<file path="src/rtl/sm_arith_if.sv">
// Handshake bundle for sm_arith_pipe: operand input side and result output side.
// The block (slave) consumes operands and produces results. The driver/checker is the master.
interface sm_arith_if #(
  parameter int unsigned W = 3
);
  logic         in_valid;
  logic         in_ready;
  logic [1:0]   op;
  logic [W-1:0] a;
  logic [W-1:0] b;
  logic         out_valid;
  logic         out_ready;
  logic [W-1:0] o;
  logic         flag;
  logic [W-1:0] acc;

  modport master (
    output in_valid, op, a, b, out_ready,
    input  in_ready, out_valid, o, flag, acc
  );

  modport slave (
    input  in_valid, op, a, b, out_ready,
    output in_ready, out_valid, o, flag, acc
  );
endinterface

</file>
<file path="src/rtl/sm_arith_pipe.sv">
// Two-stage pipelined sign-magnitude ADD/SUB/ACC/CLR unit with valid/ready on both sides.
// Define SM_SATURATE_EN to saturate on overflow; the default build wraps.
module sm_arith_pipe #(
  parameter int unsigned W = 3
) (
  input logic        clk,
  input logic        rst,
  sm_arith_if.slave  bus
);

  localparam int unsigned M = W - 1;

  typedef enum logic [1:0] {
    OpAdd = 2'b00,
    OpSub = 2'b01,
    OpAcc = 2'b10,
    OpClr = 2'b11
  } op_e;

  // Returns {overflow, sign, magnitude}. neg_y flips y's sign so SUB reuses the adder.
  function automatic logic [W:0] sm_add(input logic [W-1:0] x, input logic [W-1:0] y,
                                        input logic neg_y);
    logic         sx, sy, sr, ov;
    logic [M-1:0] mx, my, mr;
    logic [M:0]   sum;
    mx  = x[M-1:0];
    my  = y[M-1:0];
    sx  = x[W-1] & (mx != '0);
    sy  = (y[W-1] & (my != '0)) ^ neg_y;
    sum = '0;
    ov  = 1'b0;
    if (sx == sy) begin
      sum = {1'b0, mx} + {1'b0, my};
      sr  = sx;
      ov  = sum[M];
      mr  = sum[M-1:0];
`ifdef SM_SATURATE_EN
      if (ov) begin
        mr = '1;
      end
`endif
    end else if (mx >= my) begin
      mr = mx - my;
      sr = sx;
    end else begin
      mr = my - mx;
      sr = sy;
    end
    // Never emit negative zero, including a wrapped-to-zero sum.
    if (mr == '0) begin
      sr = 1'b0;
    end
    return {ov, sr, mr};
  endfunction

  logic         s1_valid_q;
  op_e          s1_op_q;
  logic [W-1:0] s1_a_q;
  logic [W-1:0] s1_b_q;

  logic         s2_valid_q;
  logic [W-1:0] o_q;
  logic         flag_q;
  logic [W-1:0] acc_q;

  logic         s2_load;
  logic         in_xfer;
  logic [W:0]   res;
  logic [W-1:0] o_d;
  logic         flag_d;
  logic [W-1:0] acc_d;

  assign s2_load      = s1_valid_q & (~s2_valid_q | bus.out_ready);
  assign bus.in_ready = ~rst & (~s1_valid_q | s2_load);
  assign in_xfer      = bus.in_valid & bus.in_ready;

  // acc_q is read here at S2-load time, so back-to-back ACC ops chain.
  always_comb begin
    res   = '0;
    acc_d = acc_q;
    unique case (s1_op_q)
      OpAdd:   res = sm_add(s1_a_q, s1_b_q, 1'b0);
      OpSub:   res = sm_add(s1_a_q, s1_b_q, 1'b1);
      OpAcc:   res = sm_add(acc_q, s1_a_q, 1'b0);
      OpClr:   res = '0;
      default: res = '0;
    endcase
    o_d    = res[W-1:0];
    flag_d = res[W];
    if (s1_op_q == OpAcc || s1_op_q == OpClr) begin
      acc_d = o_d;
    end
  end

  always_ff @(posedge clk or posedge rst) begin
    if (rst) begin
      s1_valid_q <= 1'b0;
      s1_op_q    <= OpAdd;
      s1_a_q     <= '0;
      s1_b_q     <= '0;
    end else if (in_xfer) begin
      s1_valid_q <= 1'b1;
      s1_op_q    <= op_e'(bus.op);
      s1_a_q     <= bus.a;
      s1_b_q     <= bus.b;
    end else if (s2_load) begin
      s1_valid_q <= 1'b0;
    end
  end

  always_ff @(posedge clk or posedge rst) begin
    if (rst) begin
      s2_valid_q <= 1'b0;
      o_q        <= '0;
      flag_q     <= 1'b0;
      acc_q      <= '0;
    end else if (s2_load) begin
      s2_valid_q <= 1'b1;
      o_q        <= o_d;
      flag_q     <= flag_d;
      acc_q      <= acc_d;
    end else if (bus.out_ready) begin
      s2_valid_q <= 1'b0;
    end
  end

  assign bus.out_valid = s2_valid_q;
  assign bus.o         = o_q;
  assign bus.flag      = flag_q;
  assign bus.acc       = acc_q;

endmodule

</file>
<file path="src/flat_wrapper.sv">
// flat-port wrapper written by rule: the top's interface ports become plain ports
module sm_arith_pipe_flat 
#(
  parameter int unsigned W = 3
)
  (clk, rst, bus_in_valid, bus_op, bus_a, bus_b, bus_out_ready, bus_in_ready, bus_out_valid, bus_o, bus_flag, bus_acc);
  sm_arith_if #(.W(W)) bus_i ();
  input logic clk;
  input logic rst;
  input wire logic [$bits(bus_i.in_valid)-1:0] bus_in_valid;
  input wire logic [$bits(bus_i.op)-1:0] bus_op;
  input wire logic [$bits(bus_i.a)-1:0] bus_a;
  input wire logic [$bits(bus_i.b)-1:0] bus_b;
  input wire logic [$bits(bus_i.out_ready)-1:0] bus_out_ready;
  output wire logic [$bits(bus_i.in_ready)-1:0] bus_in_ready;
  output wire logic [$bits(bus_i.out_valid)-1:0] bus_out_valid;
  output wire logic [$bits(bus_i.o)-1:0] bus_o;
  output wire logic [$bits(bus_i.flag)-1:0] bus_flag;
  output wire logic [$bits(bus_i.acc)-1:0] bus_acc;
  assign bus_i.in_valid = bus_in_valid;
  assign bus_i.op = bus_op;
  assign bus_i.a = bus_a;
  assign bus_i.b = bus_b;
  assign bus_i.out_ready = bus_out_ready;
  assign bus_in_ready = bus_i.in_ready;
  assign bus_out_valid = bus_i.out_valid;
  assign bus_o = bus_i.o;
  assign bus_flag = bus_i.flag;
  assign bus_acc = bus_i.acc;
  sm_arith_pipe #(.W(W)) u_core (.clk(clk), .rst(rst), .bus(bus_i));
endmodule
</file>
<file path="config.mk">
export PLATFORM = sky130hd
export DESIGN_NAME = sm_arith_pipe_flat
export DESIGN_NICKNAME = d
export VERILOG_FILES = /design/src/rtl/sm_arith_if.sv /design/src/rtl/sm_arith_pipe.sv /design/src/flat_wrapper.sv
export SDC_FILE = /design/constraint.sdc
export NUM_CORES = 1
export LEC_CHECK = 0
export CAP_MARGIN = 20
export CORE_UTILIZATION = 46
export DETAILED_ROUTE_END_ITERATION = 12
export GPL_TIMING_DRIVEN = 0
export PLACE_DENSITY = 0.74
export SYNTH_ARGS = -nofsm -noshare
export SYNTH_HDL_FRONTEND = slang
export SYNTH_SLANG_ARGS = --single-unit
</file>
<file path="constraint.sdc">
create_clock -name clk -period 2 [get_ports clk]
set_input_delay 0.2 -clock clk [delete_from_list [all_inputs] [get_ports clk]]
set_output_delay 0.2 -clock clk [all_outputs]
set_load 0.01 [all_outputs]
</file>
==> metrics, run 1 <==
Post-CTS Hold Buffers=0; max frequency=0.482 GHz; failing checks=setup timing; I/O pin count=21; max cap viols=0; crit path DAT=2.28 ns; Max FO, Critical Path=4; RSZ-0062 raised after global routing=true; Seq cells post-synth=17; syn_nets=137; Reg2Reg Setup Slack=-0.07 ns; clock share of power=0.102; synthesized area per cell=10.0 sq um; Warnings, synthesis=0; Layout area overhead=36.5%; Ant. Diodes=0; sequential power share=0.305; Psw=0.758 mW; vias in the first global route=960; sinks on the clock net=17; CORE AREA=0.00228 sq mm; CP startpoint kind=flip-flop; Worst setup EP type=flip-flop; Pins Over Slew Limit=0; htree depth=1; share of the synthesized area in the top cell type=0.375; Largest delay share family, worst path=adder cells; Vias=958; design area=0.00155 sq mm; post-DP HPWL=1670 um; clk buf depth=2; Congestion Overflow GR=0; Setup WS post-layout=-0.0743 ns; Initial Util=0.499; Synth area leaders=dfrtp_1 (37%), mux2_1 (8.9%), ha_1 (8.8%); min cycle time layout=2.07 ns; HP Class=primary input to asynchronous set/reset pin; drt wl/cell=14.9 um; layout cell share with drive strength beyond 1=0.234; CP Data Required Time=2.20 ns; fin cells=169; clock transition at the registers of the reported paths=0.10 ns; share of total power in combinational logic=0.593; DIE AREA=0.00267 sq mm; reg2reg end=u_core.bus.acc[2]$_DFFE_PP0P_; worst vdd ir=744 uV; CTS tree=built; pre-CTS WS=-0.0788 ns; power per cell area=1150 mW/mm^2; Slowest-stage cell, CP=fa_2; P_int=1.03 mW; Sw Share=0.424; normalized max-slew margin=0.584; # DRC=0; setup violators final=2; Cells after DPL=161; number of buffers created by CTS=3; height of the chip=51.7 um; CP Cell Sequence=inv_1 -> ha_2 -> inv_2 -> fa_2 -> nor2b_4 -> nor4_4 -> a31oi_2 -> buf_4 -> o31ai_4; R2R depth=9; clk_skew=0.00474 ns; Post-DP Area=0.00137 sq mm; via/cell ratio=5.67; GP Congestion=0.822; row cnt=17; Die X=51.7 um; Root Driver=clkbuf_4; worst r2r src=u_core.bus.acc[0]$_DFFE_PP0P_; final wirelength=2520 um; status=finished with violations; post-synth cell types=32; Final Cycle Share=1.04; Hold Vio Cnt, Final=0; DR iter-0 viols=8; largest net degree at the start of global routing=18; buffer and inverter count on the worst path=3; Leakage=0.630 nW; Clock Latency Late Sink=0.29 ns; initial antenna violation count=0; Seq/Total Area, Yosys=0.375; Setup TNS=-0.133 ns; GRT Overall Usage=0.205; Post-Synthesis Cells=113; Setup CP Type=flip-flop to flip-flop; Routed Antenna Nets=0; first-pass GRT wire length=4060 um; biggest area consumer among synthesized cells=dfrtp_1; IO buf count=20; DR pass1 iterations=4; Nets=166; Mapped Area=0.00113 sq mm; Largest stage delay, worst path=0.57 ns; transition time at the pin with the least slew margin=0.623 ns
-- how the worst max path moves through the flow --
stage                     slack, ns                           from  cells after the start                            end
after CTS                     -0.01  u_core.bus.acc[0]$_DFFE_PP0P_                      6    u_core.bus.o[2]$_DFFE_PP0P_
after detailed placement      -0.08  u_core.bus.acc[0]$_DFFE_PP0P_                      8    u_core.bus.o[1]$_DFFE_PP0P_
after global routing          -0.15  u_core.bus.acc[0]$_DFFE_PP0P_                      9  u_core.bus.acc[2]$_DFFE_PP0P_
after global placement        -0.11   u_core.s1_a_q[0]$_DFFE_PP0P_                      8    u_core.bus.o[2]$_DFFE_PP0P_
after floorplan                0.02  u_core.bus.acc[0]$_DFFE_PP0P_                      6    u_core.bus.o[2]$_DFFE_PP0P_
final                         -0.07  u_core.bus.acc[0]$_DFFE_PP0P_                      9  u_core.bus.acc[2]$_DFFE_PP0P_
-- power by group through the flow --
stage	registers [mW]	logic, mW	clock network (mW)
after detailed placement	0.545	0.766	0
final	0.544	1.06	0.183
after floorplan	0.550	0.490	0
after global routing	0.561	1.15	0.210
after CTS	0.534	0.841	0.187
after global placement	0.540	0.747	0
-- registers in the layout, indices dropped and copies added, names as in the netlist --
register              cells
u_core.bus.acc            3
u_core.bus.flag           1
u_core.bus.o              3
u_core.bus.out_valid      1
u_core.s1_a_q             3
u_core.s1_b_q             3
u_core.s1_op_q            2
u_core.s1_valid_q         1
-- per-stage QoR --
| stage | total power, mW | utilization | hold WS [ns] |
|---|---|---|---|
| after floorplan | 1.04 | - | 0.126 |
| after global placement | 1.29 | 0.602 | 0.467 |
| after detailed placement | 1.31 | 0.602 | 0.491 |
| after CTS | 1.56 | 0.631 | 0.332 |
| after global routing | 1.92 | 0.681 | 0.376 |
| final | 1.79 | 0.681 | 0.311 |
-- cell usage after synthesis --
| cell type | number |
|---|---|
| or3b_1 | 1 |
| buf_2 | 1 |
| or3_1 | 2 |
| xnor2_1 | 2 |
| dfrtp_1 | 17 |
| nand3_1 | 2 |
| nor4b_1 | 1 |
| nor3_1 | 1 |
| nand4b_1 | 1 |
| inv_1 | 11 |
| a211oi_1 | 1 |
| o31ai_1 | 1 |
| o21a_1 | 3 |
| ha_1 | 8 |
| nand2_1 | 8 |
| o21ai_0 | 4 |
| nand2b_1 | 3 |
| and2_1 | 1 |
| o21ai_2 | 1 |
| fa_1 | 4 |
| nor2_1 | 8 |
| xor2_2 | 1 |
| mux2_1 | 9 |
| nor4_1 | 1 |
| a31oi_1 | 3 |
| and2b_1 | 1 |
| o21ai_1 | 4 |
| a41oi_2 | 1 |
| a2111oi_0 | 1 |
| nor2b_1 | 2 |
| a32oi_1 | 2 |
| a21oi_1 | 7 |
-- cell type report --
cell class	count	area, sq um
Buffer	1	5.00
Clock buffer	3	22.5
Clock inverter	1	5.00
Fill cell	175	727
Inverter	11	41.3
Multi-Input combinational cell	84	781
Sequential cell	17	429
Tap cell	28	35.0
Timing Repair Buffer	24	230
-- cell usage in the layout, fill, tap and decap left out, drive strengths merged --
master          n
nand4b          1
fa              4
clkbuf          3
nand3           2
and2            1
a211oi          1
xor2            1
clkinv          1
nor2b           2
nor4            1
clkdlybuf4s50  20
o21ai           9
or3b            1
nand2           8
xnor2           2
or3             2
a31oi           3
o31ai           1
nand2b          3
buf             5
nor4b           1
o21a            3
and2b           1
inv            11
a32oi           2
nor2            8
mux2            9
a21oi           7
a2111oi         1
nor3            1
dfrtp          17
ha              8
a41oi           1
-- cell families after synthesis --
| logic type | share of synthesized area |
|---|---|
| XOR/XNOR | 0.0298 |
| AO/OA/AOI/OAI | 0.161 |
| AND/OR/NAND/NOR | 0.146 |
| buffers and inverters | 0.0408 |
| multiplexers | 0.0893 |
| flip-flops | 0.375 |
| adder cells (fa/ha/maj) | 0.159 |
-- per-layer routing --
layer,GRT usage,wire length [um],part of all wire
met4,0.0946,77,0.031
met1,0.247,979,0.39
met2,0.348,1320,0.53
met3,0.0409,136,0.054
met5,0,0,0
-- what timing repair did --
item,in CTS,in global routing
pin swaps,4,10
gates resized for setup,5,23
endpoints found under the hold margin,0,0
buffers inserted,4,0
setup endpoints to repair,3,4
No activity file was read; power rests on OpenSTA's default activity.
==> run 2, diff against run 1 <==
==> constraint.sdc (replaced) <==
create_clock -name clk -period 1.9 [get_ports clk]
set_input_delay 0.19 -clock clk [delete_from_list [all_inputs] [get_ports clk]]
set_output_delay 0.19 -clock clk [all_outputs]
set_load 0.01 [all_outputs]
==> run 2 against run 1 <==
Against the previous run:
- the run still ends with setup timing left
- highest routed layer unchanged
- global-route usage rose by 0.46 points
- combinational power fell by 4%
- core utilization shrank 1.9 points
- critical path depth fell by 3
- final area down 2.7%
- flip-flop and latch count stayed put
- hold slack worse by 0.0082 ns
- final cell count stayed put
- largest power group unchanged
- critical endpoint is now u_core.bus.o[2]$_DFFE_PP0P_
==> metrics, run 2 (synthesis gave the netlist of run 1 again) <==
clock transition at the registers of the reported paths=0.10 ns; min cycle time layout=2.00 ns; Worst setup EP type=flip-flop; htree depth=1; Setup WS post-layout=-0.101 ns; normalized max-slew margin=0.582; Cells after DPL=161; Nets=166; vias in the first global route=908; Critical Path Stages=6; clk_skew=0.00169 ns; HP Class=primary input to asynchronous set/reset pin; most common library cell in the layout ignoring fill and taps=clkdlybuf4s50_1; Slowest-stage cell, CP=dfrtp_2; CP Data Required Time=2.08 ns; Congestion Overflow GR=0; Max FO, Critical Path=4; Post-DP Area=0.00139 sq mm; Layout area overhead=32.7%; most frequent cells in the layout=clkdlybuf4s50_1 (20), dfrtp_1 (14), mux2_1 (9); row cnt=17; max frequency=0.500 GHz; CTS tree=built; final wirelength=2490 um; GRT Overall Usage=0.209; Pins Over Slew Limit=0; drt wl/cell=14.8 um; initial antenna violation count=0; Vias=938; Setup TNS=-0.170 ns; fin cells=169; layout cell share with drive strength beyond 1=0.206; GP Congestion=0.811; DIE AREA=0.00267 sq mm; Setup CP Type=flip-flop to flip-flop; # DRC=0; Worst path most repeated cell=a31oi_1; failing checks=setup timing; first-pass GRT wire length=3990 um; number of buffers created by CTS=3; largest net degree at the start of global routing=18; setup violators final=2; worst r2r src=u_core.s1_a_q[0]$_DFFE_PP0P_; status=finished with violations; Largest delay share family, worst path=adder cells; total power=1.80 mW; height of the chip=51.7 um; Layout fillers=186; CP startpoint kind=flip-flop; Root Driver=clkbuf_4; worst vdd ir=768 uV; Final Cycle Share=1.05; transition time at the pin with the least slew margin=0.627 ns; post-DP HPWL=1810 um; max cap viols=0; Hold Vio Cnt, Final=0; crit path DAT=2.19 ns; CP Cell Sequence=ha_4 -> fa_1 -> or3b_1 -> a31oi_1 -> nand2b_1 -> a31oi_1; DR pass1 iterations=4; I/O pin count=21; via/cell ratio=5.55; Reg2Reg Setup Slack=-0.10 ns; clk buf depth=2; Routed Antenna Nets=0; IO buf count=20; Clock Latency Late Sink=0.30 ns; reg2reg end=u_core.bus.o[2]$_DFFE_PP0P_; Finished Core Util=0.662; Ant. Diodes=0; CORE AREA=0.00228 sq mm; DR iter-0 viols=18; Leakage=0.613 nW; Largest stage delay, worst path=0.48 ns; R2R depth=6; power per cell area=1190 mW/mm^2; Die X=51.7 um; design area=0.00151 sq mm; buffer and inverter count on the worst path=0; Initial Util=0.499; sinks on the clock net=17; RSZ-0062 raised after global routing=true
## run 2: how the worst max path moves through the flow
stage                                   from                     endpoint  slack (ns)
5_1_grt         u_core.s1_a_q[0]$_DFFE_PP0P_  u_core.bus.o[1]$_DFFE_PP0P_       -0.15
3_3_place_gp    u_core.s1_a_q[0]$_DFFE_PP0P_  u_core.bus.o[2]$_DFFE_PP0P_       -0.12
6_report        u_core.s1_a_q[0]$_DFFE_PP0P_  u_core.bus.o[2]$_DFFE_PP0P_       -0.10
4_1_cts        u_core.bus.acc[0]$_DFFE_PP0P_  u_core.bus.o[2]$_DFFE_PP0P_       -0.09
3_5_place_dp    u_core.s1_a_q[0]$_DFFE_PP0P_  u_core.bus.o[1]$_DFFE_PP0P_       -0.19
2_1_floorplan  u_core.bus.acc[0]$_DFFE_PP0P_  u_core.bus.o[2]$_DFFE_PP0P_       0.009
## run 2: layout make-up
| cell class | instances | area, sq um | share of cell area |
|---|---|---|---|
| multi-input cells | 84 | 738 | 0.490 |
| plain buffers | 1 | 5.00 | 0.00332 |
| flip-flops and latches | 17 | 429 | 0.285 |
| inverters | 11 | 41.3 | 0.0274 |
| well taps | 28 | 35.0 | 0.0233 |
| clock buffers | 3 | 22.5 | 0.0150 |
| repair buffers | 24 | 230 | 0.153 |
| clock inverters | 1 | 5.00 | 0.00332 |
## run 2: repair_timing
action,4_1_cts,5_1_grt
hold buffers,0,0
resized for setup,5,11
buffers inserted,3,1
setup endpoints to repair,4,4
pin swaps,8,5
## run 2: stage by stage
stage / hold WS, ns / setup slack (ns)
after floorplan: 0.116 / 0.00912
after global placement: 0.469 / -0.121
after detailed placement: 0.489 / -0.188
after CTS: 0.332 / -0.0867
after global routing: 0.408 / -0.150
final: 0.303 / -0.101
## run 2: layer usage
layer  vias up  part of all wire  track usage
met5         -                 0            0
met4         0             0.014       0.0811
met3         4             0.033       0.0351
met2        25              0.51        0.361
met1       455              0.44        0.259
li1        454                 -            -
## run 2: where the power goes
| group | total [mW] | internal (mW) | switching [mW] |
|---|---|---|---|
| registers | 0.574 | 0.458 | 0.116 |
| clock network | 0.199 | 0.0785 | 0.120 |
| logic | 1.02 | 0.515 | 0.509 |
| total | 1.80 | 1.05 | 0.746 |
==> run 3, diff against run 2 <==
--- a/config.mk
+++ b/config.mk
@@ -6,10 +6,12 @@
 export NUM_CORES = 1
 export LEC_CHECK = 0
 export CAP_MARGIN = 20
-export CORE_UTILIZATION = 46
+export CORE_MARGIN = 2
+export CORE_UTILIZATION = 55
 export DETAILED_ROUTE_END_ITERATION = 12
 export GPL_TIMING_DRIVEN = 0
-export PLACE_DENSITY = 0.74
+export MAX_ROUTING_LAYER = met4
+export PLACE_DENSITY = 0.83
 export SYNTH_ARGS = -nofsm -noshare
 export SYNTH_HDL_FRONTEND = slang
 export SYNTH_SLANG_ARGS = --single-unit
==> constraint.sdc (replaced) <==
create_clock -name clk -period 2.4 [get_ports clk]
set_input_delay 0.24 -clock clk [delete_from_list [all_inputs] [get_ports clk]]
set_output_delay 0.24 -clock clk [all_outputs]
set_load 0.01 [all_outputs]
==> run 3 against run 2 <==
Against the previous run:
- the run now ends clean
- sequential share of layout area rose by 2.0 points
- non-clock buffer count fell by 4
- global-route usage up 1.7 points
- final area is 7.3% lower
- critical path type unchanged
- die area decreased by 8.5%
- largest power group unchanged
- largest cell class unchanged
- total power decreased by 30%
==> metrics, run 3 (synthesis gave the netlist of run 1 again) <==
status=complete, no violations; first-pass GRT wire length=4110 um; final wirelength=2340 um; Ant. Diodes=0; PostCTS Resize Cnt=0; htree depth=1; Largest stage delay, worst path=0.52 ns; Leakage=0.594 nW; worst vdd ir=544 uV; max cap viols=0; Final Cycle Share=0.891; Slowest-stage cell, CP=fa_1; vias in the first global route=944; Congestion Overflow GR=0; via/cell ratio=5.71; Post-DP Area=0.00137 sq mm; HP Class=primary input to asynchronous set/reset pin; drt wl/cell=14.3 um; setup violators final=0; max frequency=0.468 GHz; min cycle time layout=2.14 ns; most common library cell in the layout ignoring fill and taps=clkdlybuf4s50_1; DIE AREA=0.00244 sq mm; Worst setup EP type=flip-flop; DR iter-0 viols=32; clock transition at the registers of the reported paths=0.11 ns; CP Data Required Time=2.63 ns; clk buf depth=2; Root Driver=clkbuf_4; RSZ-0062 raised after global routing=false; Routed Antenna Nets=0; Layout area overhead=23.0%; Pins Over Slew Limit=0; post-DP HPWL=1840 um; DR pass1 iterations=4; Hold Vio Cnt, Final=0; largest net degree at the start of global routing=18; initial antenna violation count=0; number of buffers created by CTS=3; GP Congestion=0.903; pre-CTS WS=0.262 ns; transition time at the pin with the least slew margin=0.663 ns; Initial Util=0.578; I/O pin count=21; Worst path most repeated cell=inv_1; Post-CTS Hold Buffers=0; CP Cell Sequence=inv_1 -> ha_1 -> inv_1 -> fa_1 -> inv_1 -> a2111oi_0 -> a21oi_1 -> a31oi_1; CTS tree=built; Die X=49.4 um; buffer and inverter count on the worst path=3; layout cell share with drive strength beyond 1=0.0584; Largest delay share family, worst path=adder cells; power per cell area=907 mW/mm^2; sinks on the clock net=17; height of the chip=49.4 um; normalized max-slew margin=0.558; row cnt=16; Clock Latency Late Sink=0.30 ns; Vias=937; CORE AREA=0.00196 sq mm; Setup TNS=0 ns; Max FO, Critical Path=8; most frequent cells in the layout=clkdlybuf4s50_1 (20), dfrtp_1 (17), inv_1 (11); Setup WS post-layout=0.262 ns; GRT Overall Usage=0.226; # Post-CTS Setup Buffers=0; design area=0.00140 sq mm; clk_skew=0.00695 ns; Nets=162; crit path DAT=2.37 ns; IO buf count=20; CP startpoint kind=flip-flop; # DRC=0; Setup CP Type=flip-flop to flip-flop
==> run 3: where the power goes <==
part	switching (mW)	internal (mW)	leakage, nW	total, mW
registers	0.0841	0.360	0.206	0.444
logic	0.343	0.322	0.370	0.664
clock network	0.0966	0.0620	0.0177	0.159
==> run 3: final timing paths <==
kind	slack, ns	startpoint	cells after the start	end
worst max-delay path	0.26	u_core.s1_a_q[0]$_DFFE_PP0P_	8	u_core.bus.o[2]$_DFFE_PP0P_
max in group asynchronous	1.60	rst	2	u_core.s1_a_q[2]$_DFFE_PP0P_
worst min register to register	0.50	u_core.bus.o[0]$_DFFE_PP0P_	2	u_core.bus.o[0]$_DFFE_PP0P_
min in group clk	0.50	u_core.bus.o[0]$_DFFE_PP0P_	2	u_core.bus.o[0]$_DFFE_PP0P_
worst max register to register	0.26	u_core.s1_a_q[0]$_DFFE_PP0P_	8	u_core.bus.o[2]$_DFFE_PP0P_
worst min-delay path	0.37	rst	2	u_core.s1_op_q[1]$_DFFE_PP0P_
==> run 3: routing by layer <==
| metal | part of all wire | track usage | up-vias |
|---|---|---|---|
| li1 | - | - | 445 |
| met1 | 0.40 | 0.269 | 472 |
| met2 | 0.55 | 0.392 | 16 |
| met3 | 0.034 | 0.0460 | 4 |
| met4 | 0.010 | 0.0556 | 0 |
| met5 | 0 | - | - |
==> run 3: final cells by class <==
type | instances | area [sq um]
Clock inverter | 1 | 5.00
Clock buffer | 3 | 22.5
Timing Repair Buffer | 20 | 200
Multi-Input combinational cell | 84 | 663
Fill cell | 163 | 566
Buffer | 1 | 5.00
Inverter | 11 | 41.3
Sequential cell | 17 | 425
Tap cell | 27 | 33.8
==> run 3: per-stage QoR <==
| stage | hold slack, ns | utilization | total power [mW] | std cells |
|---|---|---|---|---|
| 2_1_floorplan | 0.166 | - | 0.867 | 113 |
| 3_3_place_gp | 0.467 | 0.698 | 1.07 | 160 |
| 3_5_place_dp | 0.480 | 0.698 | 1.11 | 160 |
| 4_1_cts | 0.386 | 0.712 | 1.27 | 164 |
| 5_1_grt | 0.424 | 0.712 | 1.37 | 164 |
| 6_report | 0.371 | 0.712 | 1.27 | 164 |
==> run 3: worst reg2reg max path, stage by stage, from the launching register on <==
cell       delay (ns)
dfrtp_1          0.49
inv_1            0.12
ha_1             0.15
inv_1            0.06
fa_1             0.53
inv_1            0.06
a2111oi_0        0.39
a21oi_1          0.12
a31oi_1          0.16
